<file path="config.mk">
export PLATFORM = sky130hd
export DESIGN_NAME = ws_frame_scheduler
export DESIGN_NICKNAME = d
export VERILOG_FILES = /design/src/rtl/ws_frame_scheduler.sv
export SDC_FILE = /design/constraint.sdc
export NUM_CORES = 1
export LEC_CHECK = 0
export BUFFER_PORTS_ARGS = -buffer_cell sky130_fd_sc_hd__buf_2
export CAP_MARGIN = 20
export CORE_UTILIZATION = 46
export CTS_CLUSTER_SIZE = 30
export DETAILED_ROUTE_END_ITERATION = 10
export PLACE_DENSITY = 0.76
export SYNTH_ARGS = -nofsm -noshare
export SYNTH_HDL_FRONTEND = slang
export SYNTH_SLANG_ARGS = --single-unit
</file>
<file path="constraint.sdc">
create_clock -name clk -period 2.1 [get_ports clk]
set_clock_uncertainty 0.1 [all_clocks]
set_input_delay 0.21 -clock clk [delete_from_list [all_inputs] [get_ports clk]]
set_output_delay 0.21 -clock clk [all_outputs]
set_load 0.02 [all_outputs]
</file>
<file path="src/rtl/ws_frame_scheduler.sv">
// Frame scheduler for a WS281x-style LED strip: arbitrates two pixel sources, fetches/sends
// NUM_LEDS pixels, then holds the latch gap. Define WS_SCHED_PENDING_EN to queue one busy frame_start.
module ws_frame_scheduler #(
   parameter int NUM_LEDS     = 50,
   parameter int LATCH_CYCLES = 1500
) (
   input  logic        clk,
   input  logic        reset,
   input  logic        frame_start,
   input  logic        a_req,
   input  logic        b_req,
   output logic        a_gnt,
   output logic        b_gnt,
   input  logic [23:0] a_rgb,
   input  logic [23:0] b_rgb,
   output logic [7:0]  led_addr,
   output logic        pix_valid,
   output logic [23:0] pix_rgb,
   input  logic        pix_ready,
   output logic        latch,
   output logic        busy,
   output logic        frame_done
);

   localparam int         CW       = (LATCH_CYCLES > 2) ? $clog2(LATCH_CYCLES) : 1;
   localparam logic [7:0] LAST_PIX = 8'(NUM_LEDS - 1);
   localparam logic [CW-1:0] LAST_CNT = CW'(LATCH_CYCLES - 1);

   typedef enum logic [1:0] {S_IDLE, S_FETCH, S_SEND, S_LATCH} state_t;

   state_t        state, state_nxt;
   logic [CW-1:0] cnt;
   logic          prev_a;   // previous frame went to A; steers the next tie to B
   logic          pend;
   logic          start;
   logic          pick_b;
   logic          cnt_end;

   assign start   = (frame_start | pend) & (a_req | b_req);
   assign pick_b  = b_req & (~a_req | prev_a);
   assign cnt_end = (cnt == LAST_CNT);

`ifdef WS_SCHED_PENDING_EN
   // one-deep memory of a start request seen while busy; consumed on the first IDLE cycle
   always_ff @(posedge clk) begin
      if (reset)                pend <= 1'b0;
      else if (state == S_IDLE) pend <= 1'b0;
      else if (frame_start)     pend <= 1'b1;
   end
`else
   assign pend = 1'b0;
`endif

   always_ff @(posedge clk) begin
      if (reset) state <= S_IDLE;
      else       state <= state_nxt;
   end

   always_comb begin
      state_nxt = state;
      case (state)
         S_IDLE:  if (start) state_nxt = S_FETCH;
         S_FETCH: state_nxt = S_SEND;
         S_SEND:  if (pix_ready) state_nxt = (led_addr == LAST_PIX) ? S_LATCH : S_FETCH;
         S_LATCH: if (cnt_end) state_nxt = S_IDLE;
         default: state_nxt = S_IDLE;
      endcase
   end

   always_comb begin
      busy       = (state != S_IDLE);
      latch      = (state == S_LATCH);
      frame_done = (state == S_LATCH) && cnt_end;
   end

   always_ff @(posedge clk) begin
      if (reset) begin
         a_gnt     <= 1'b0;
         b_gnt     <= 1'b0;
         prev_a    <= 1'b0;
         led_addr  <= 8'd0;
         pix_valid <= 1'b0;
         pix_rgb   <= 24'd0;
         cnt       <= '0;
      end else begin
         case (state)
            S_IDLE: if (start) begin
               a_gnt    <= ~pick_b;
               b_gnt    <= pick_b;
               prev_a   <= ~pick_b;
               led_addr <= 8'd0;
            end
            S_FETCH: begin
               pix_rgb   <= b_gnt ? b_rgb : a_rgb;
               pix_valid <= 1'b1;
            end
            S_SEND: if (pix_ready) begin
               pix_valid <= 1'b0;
               if (led_addr == LAST_PIX) begin
                  led_addr <= 8'd0;
                  cnt      <= '0;
               end else begin
                  led_addr <= led_addr + 8'd1;
               end
            end
            S_LATCH: begin
               if (cnt_end) begin
                  cnt   <= '0;
                  a_gnt <= 1'b0;
                  b_gnt <= 1'b0;
               end else begin
                  cnt <= cnt + CW'(1);
               end
            end
            default: ;
         endcase
      end
   end

endmodule

</file>
==> results.md, run 1 <==
- Share of the synthesized area in the top cell type: 0.402
- Die area: around 0.0056 mm^2
- Most used routing layer: met2
- Post-synthesis sequential area ratio: 0.402
- Min cycle time layout: approximately 2.0 ns
- Largest net degree at the start of global routing: slightly below 50
- First-pass GRT wire length: 8250 um
- Crit end category: primary output
- Origin of the critical flop-to-flop path: led_addr[1]
- Clock power share: 0.305
- Met3 Use GR: 0.0495
- Top_reg_cell synth: dfxtp_1
- Max IR drop VDD: ~330 uV
- Clock tree sinks: 49
- Comb pwr share: 0.189
- P_int: around 1.4 mW
- Hold/Removal Path Class: input port to flop
- Post-synth design cell area: about 0.0024 mm^2
- Switch Pwr: around 590 uW
- Initial Util: 0.478
- CP Class: flop to primary output
- Worst Path Required: 1.79 ns
- I/O pin total: 92
- H-tree depth: 2
- Die Span Y: roughly 75 um
- Detailed Route Iter0 Violations: 72
- Total grt overflow: 0
- Post-DP HPWL: 3890 um
- Pwr Density: 661 mW/mm^2
- Ant. Diodes: 0
- Arrival time at the worst endpoint: between 1.5 and 2 ns
- Wire per inst: roughly 12 um
- Crit path to: frame_done
- Switching Share: 0.295
- Layout area overhead: 25.1%
- Worst Max-Slew Pin Slew: approximately 0.4 ns
- Area leader, netlist: dfxtp_1
- Number of global-route vias before repair: approximately 1900
- Max Fclk: 0.503 GHz
- Via count: roughly 2300
- Fillers: 445
- Cell Rows: 26
- CTS root buf: clkbuf_8
- Leak: about 1.3 nW
- NumNets Final: 407
- Share of cells above drive strength 1: 0.342
- Antenna-violating nets left: 0
- Input/output buffers: a little over 90
- Netlist cell types: 53
- Setup TNS: 0 ns
- Clock-pin transition on the worst setup and hold timing paths: 0.10 ns
- Crit path launch type: flop
- Mapped Nets: about 320
- Max-Cap Viols: 0
- Total GRT Usage: 0.192
- Top cells by area, synth: dfxtp_1 (40%), mux2i_1 (11%), a211oi_1 (7.7%), nor2_1 (4.5%), a21oi_1 (3.3%)
- GR Util met2: 0.320
- Via/cell ratio: 5.34
- DP Cell Count: roughly 410
- Synth warnings: 0
- CTS Buffer Depth: 2
- Reg power frac: 0.506
- Post-route DRC: 1
- Mean post-synth cell area: around 9.2 um^2
- Reg2reg end: led_addr[1]
- Router iterations before antenna repair: 7
- Run status: complete, but fails checks
- Final Hold Viols: 0
- Initial antenna violation count: 0
- Slew HR: 0.738
- Worst reg-to-reg setup slack: 0.33 ns
- RSZ-0062 raised after global routing: no
- Total Routed Length: roughly 5200 um
- Final Cycle Share: 0.946
- CTS Buf Count: 5
- R2r worst-path depth: 7
- Slew Limit Fails: 0
- Top fanout value on the critical path: 8
- Core area: around 0.0051 mm^2
- TritonCTS clock tree: built
- M1 GR Usage: 0.241
- Total setup buffers inserted after CTS: 0
- Cells after Synth: 266
- Finish-stage setup viols: 0
- Worst skew pair latency: roughly 0.30 ns
- Failing checks: design-rule violations
- Non-filler cells in the finished layout: roughly 420
- Ys async rst share: 0
- EDFF count, synth: 0
- Die W: about 75 um
- Core Util, Final: 0.598
- CP startpoint: cnt[0]
- RD Place Congestion: roughly 0.85
- Number of synthesized register bits: approximately 50
## what timing repair did
item                                    CTS  global route
hold buffers                              0             0
endpoints found under the setup margin    0             1
gates resized for setup                   0             3
hold endpoints to repair                  0             0
## critical path: stages, from the launching register on
cell and delay [ns]:
dfxtp_1 0.42, ha_4 0.20, and4b_4 0.28, nand4_1 0.21, inv_1 0.09, buf_2 0.16
## state kept, by name, summed over array words and instances (netlist names)
signal     flops
pix_rgb       24
cnt           11
led_addr       8
state          2
a_gnt          1
b_gnt          1
pix_valid      1
prev_a         1
## final cells by class
cell class                      instances  area (um^2)  area share
Clock buffer                            6         82.6      0.0271
Sequential cell                        49          982       0.322
Multi-Input combinational cell        192         1350       0.442
Clock inverter                          2         17.5     0.00574
Tap cell                               70         87.6      0.0287
Inverter                                5         18.8     0.00615
Timing Repair Buffer                   97          513       0.168
## cells in the mapped netlist, types with 5 or more instances
cell type and n:
nand3_1 8, buf_2 9, mux2i_1 26, dfxtp_1 49, nand2_1 13, inv_1 5, nor2_1 29, o31ai_1 5
and3_1 5, clkbuf_1 6, a211oi_1 25, nand4_1 7, a21oi_1 16
## cells in the final DEF, fill, tap and decap left out, types with 5 or more instances in the layout
cell type  count
nor2_1        29
inv_1          5
mux2i_1       26
a21oi_1       16
nand3_1        8
a211oi_1      25
nand4_1        7
buf_2         91
dfxtp_1       48
o31ai_1        5
buf_4          5
and3_1         5
clkbuf_8       6
nand2_1       13
## how the worst min path moves through the flow
stage	startpoint	slack, ns	to	cells after the start
6_report	reset	0.11	b_gnt	2
5_1_grt	reset	0.11	cnt[1]	2
4_1_cts	reset	0.09	state[0]	2
3_5_place_dp	prev_a	0.35	prev_a	2
3_3_place_gp	a_gnt	0.34	a_gnt	2
2_1_floorplan	a_req	0.33	b_gnt	2
## metal layers
| metal | share of wire | wire length, um |
|---|---|---|
| met1 | 0.47 | 2480 |
| met4 | 0.0076 | 40 |
| met2 | 0.46 | 2400 |
| met3 | 0.059 | 308 |
| met5 | 0 | 0 |
## power by group through the flow
stage          Sequential [mW]  Combinational [mW]  Clock, mW
2_1_floorplan             1.09               0.191          0
3_3_place_gp              1.04               0.377          0
3_5_place_dp              1.04               0.384          0
4_1_cts                   1.02               0.384      0.620
5_1_grt                   1.03               0.421      0.662
6_report                  1.02               0.382      0.614
## cell families (layout without fill, tap and decap cells)
| family | after synthesis | count (layout) | synth area share |
|---|---|---|---|
| xor+xnor | 2 | 2 | 0.00718 |
| flops | 49 | 49 | 0.402 |
| buf+inv | 25 | 110 | 0.0497 |
| compound gates | 70 | 70 | 0.214 |
| fa+ha+maj | 3 | 3 | 0.0154 |
| mux | 26 | 26 | 0.107 |
| simple gates | 91 | 91 | 0.205 |
## per-stage QoR
stage,setup slack (ns),cell area [um^2],power [mW],hold slack [ns]
floorplan,0.311,2440,1.28,0.329
global placement,0.366,2940,1.41,0.343
detailed placement,0.279,2940,1.42,0.346
CTS,0.00613,3040,2.02,0.0934
global route,0.0299,3050,2.11,0.106
finish,0.114,3050,2.02,0.108
Power figures use the tool's default switching activity.
==> inputs of run 2 (changes only) <==
--- a/config.mk
+++ b/config.mk
@@ -7,10 +7,10 @@
 export LEC_CHECK = 0
 export BUFFER_PORTS_ARGS = -buffer_cell sky130_fd_sc_hd__buf_2
 export CAP_MARGIN = 20
-export CORE_UTILIZATION = 46
+export CORE_UTILIZATION = 49
 export CTS_CLUSTER_SIZE = 30
 export DETAILED_ROUTE_END_ITERATION = 10
-export PLACE_DENSITY = 0.76
+export PLACE_DENSITY = 0.8
 export SYNTH_ARGS = -nofsm -noshare
 export SYNTH_HDL_FRONTEND = slang
 export SYNTH_SLANG_ARGS = --single-unit
==> run 2 against run 1 <==
Critical endpoint unchanged. The run now ends clean. Largest power group unchanged. Maximum frequency increased by 0.52%. Critical path depth unchanged. Die area decreased by 6.0%. Sequential cell count unchanged. Wire length increased by 3.6%. Critical path type unchanged. Largest cell class unchanged. Sequential share of layout area increased by 0.47 points. Clock-buffer cell count unchanged. Combinational power decreased by 1%.
==> results.md, run 2 (synthesis results as in run 1) <==
- Run status: finished, final reports clean
- Leak: approximately 1.3 nW
- Initial antenna violation count: 0
- First-pass GRT wire length: just under 9000 um
- RSZ-0062 raised after global routing: no
- Worst skew pair latency: approximately 0.30 ns
- Share of cells above drive strength 1: 0.340
- Via count: ~2200
- Die area: between 0.005 and 0.006 mm^2
- Fillers: between 400 and 500
- NumNets Final: between 400 and 500
- CP top delay family: simple AND/OR/NAND/NOR gates
- Core area: roughly 0.0048 mm^2
- Arrival time at the worst endpoint: ~1.7 ns
- Seq. cell area: 983 um^2
- Crit path launch type: flop
- Total grt overflow: 0
- Multi-input gate area: about 0.0014 mm^2
- CP peak stage delay: between 0.4 and 0.5 ns
- Die Span Y: 72.6 um
- CTS root buf: clkbuf_8
- Top Registers: pix_rgb (24), cnt (11), led_addr (8)
- Setup TNS: 0 ns
- Final Hold Viols: 0
- Post-route DRC: 0
- Largest Register: pix_rgb
- Total setup buffers inserted after CTS: 0
- Number of global-route vias before repair: ~2000
- Largest register FFs: 24
- Min cycle time layout: between 1.5 and 2 ns
- Router iterations before antenna repair: 4
- Layout area overhead: 23.4%
- Worst Max-Slew Pin Slew: 0.428 ns
- Initial Util: 0.513
- Slew Limit Fails: 0
- TritonCTS clock tree: built
- CP bufs+invs: 2
- Total GRT Usage: 0.217
- Slowest CP cell: dfxtp_1
- Pwr Density: 642 mW/mm^2
- CP Class: flop to primary output
- Input/output buffers: a little over 90
- Crit end category: primary output
- RD Place Congestion: 0.810
- Min Hold Slack: 0.137 ns
- Critical-path cell list: ha_4 -> and4b_4 -> nand4_1 -> inv_1 -> buf_2
- Worst Path Required: around 1.8 ns
- I/O pin total: 92
- Clock tree sinks: 49
- Die W: a little over 70 um
- Finish-stage setup viols: 0
- Antenna-violating nets left: 0
- Max IR drop VDD: 357 uV
- Ant. Diodes: 0
- Max-Cap Viols: 0
- Slew HR: 0.714
- Top fanout value on the critical path: 8
- Clock-pin transition on the worst setup and hold timing paths: about 0.08 ns
- Max Fclk: 0.506 GHz
- H-tree depth: 2
- Total Routed Length: about 5400 um
- CTS Buf Count: 5
- Detailed Route Iter0 Violations: roughly 130
- Final Cycle Share: 0.941
- Wire per inst: between 10 and 15 um
- Hold/Removal Path Class: input port to flop
- CTS Buffer Depth: 2
- Commonest non-fill, non-tap cell in the layout: buf_2
- Leading cell types in the layout, fill and taps excluded: buf_2 (91), dfxtp_1 (47), nor2_1 (29)
- Post-DP HPWL: 4020 um
- Via/cell ratio: around 5.4
- Largest net degree at the start of global routing: between 40 and 50
- Cell Rows: 25
[run 2: cell type report]
cell class                      count  share of cell area
Clock buffer                        6              0.0241
Clock inverter                      2             0.00332
Inverter                            5             0.00623
Multi-Input combinational cell    192               0.448
Sequential cell                    49               0.327
Tap cell                           67              0.0278
Timing Repair Buffer               96               0.164
[run 2: timing repair]
| action | 4_1_cts | 5_1_grt |
|---|---|---|
| setup endpoints to repair | 0 | 1 |
| resized for setup | 0 | 4 |
| hold buffers | 0 | 0 |
[run 2: through the flow]
stage | power, mW | worst slack, ns | cell area (um^2) | util | cells
2_1_floorplan | 1.28 | 0.311 | 2440 | - | 266
3_3_place_gp | 1.41 | 0.365 | 2910 | 0.613 | 409
3_5_place_dp | 1.42 | 0.303 | 2910 | 0.613 | 409
4_1_cts | 1.95 | 0.0150 | 3000 | 0.630 | 417
5_1_grt | 2.03 | 0.00243 | 3010 | 0.633 | 417
6_report | 1.93 | 0.124 | 3010 | 0.633 | 417
[run 2: power breakdown]
part | internal [mW] | switching [mW]
Sequential | 0.983 | 0.0391
Combinational | 0.159 | 0.218
Clock | 0.231 | 0.303
[run 2: tightest hold or removal path, delay by kind of cell]
family | cells | cell delay [ns]
buf+inv | 1 | 0.09
compound gates | 1 | 0.08
mux | 1 | 0.11
[run 2: layer usage]
layer | up-vias | GRT usage | wire length, um
met5 | - | 0 | 0
met4 | 0 | 0.0654 | 42
met3 | 4 | 0.0569 | 228
met2 | 68 | 0.376 | 2680
met1 | 1014 | 0.263 | 2480
li1 | 1157 | - | -
[run 2: path summary, 6_finish.rpt]
path	slack [ns]	from	cells after the start	to
hold reg to reg	0.37	prev_a	2	prev_a
setup reg to reg	0.25	led_addr[1]	7	led_addr[1]
hold / removal	0.14	a_rgb[8]	3	pix_rgb[8]
setup / recovery	0.12	cnt[0]	5	frame_done
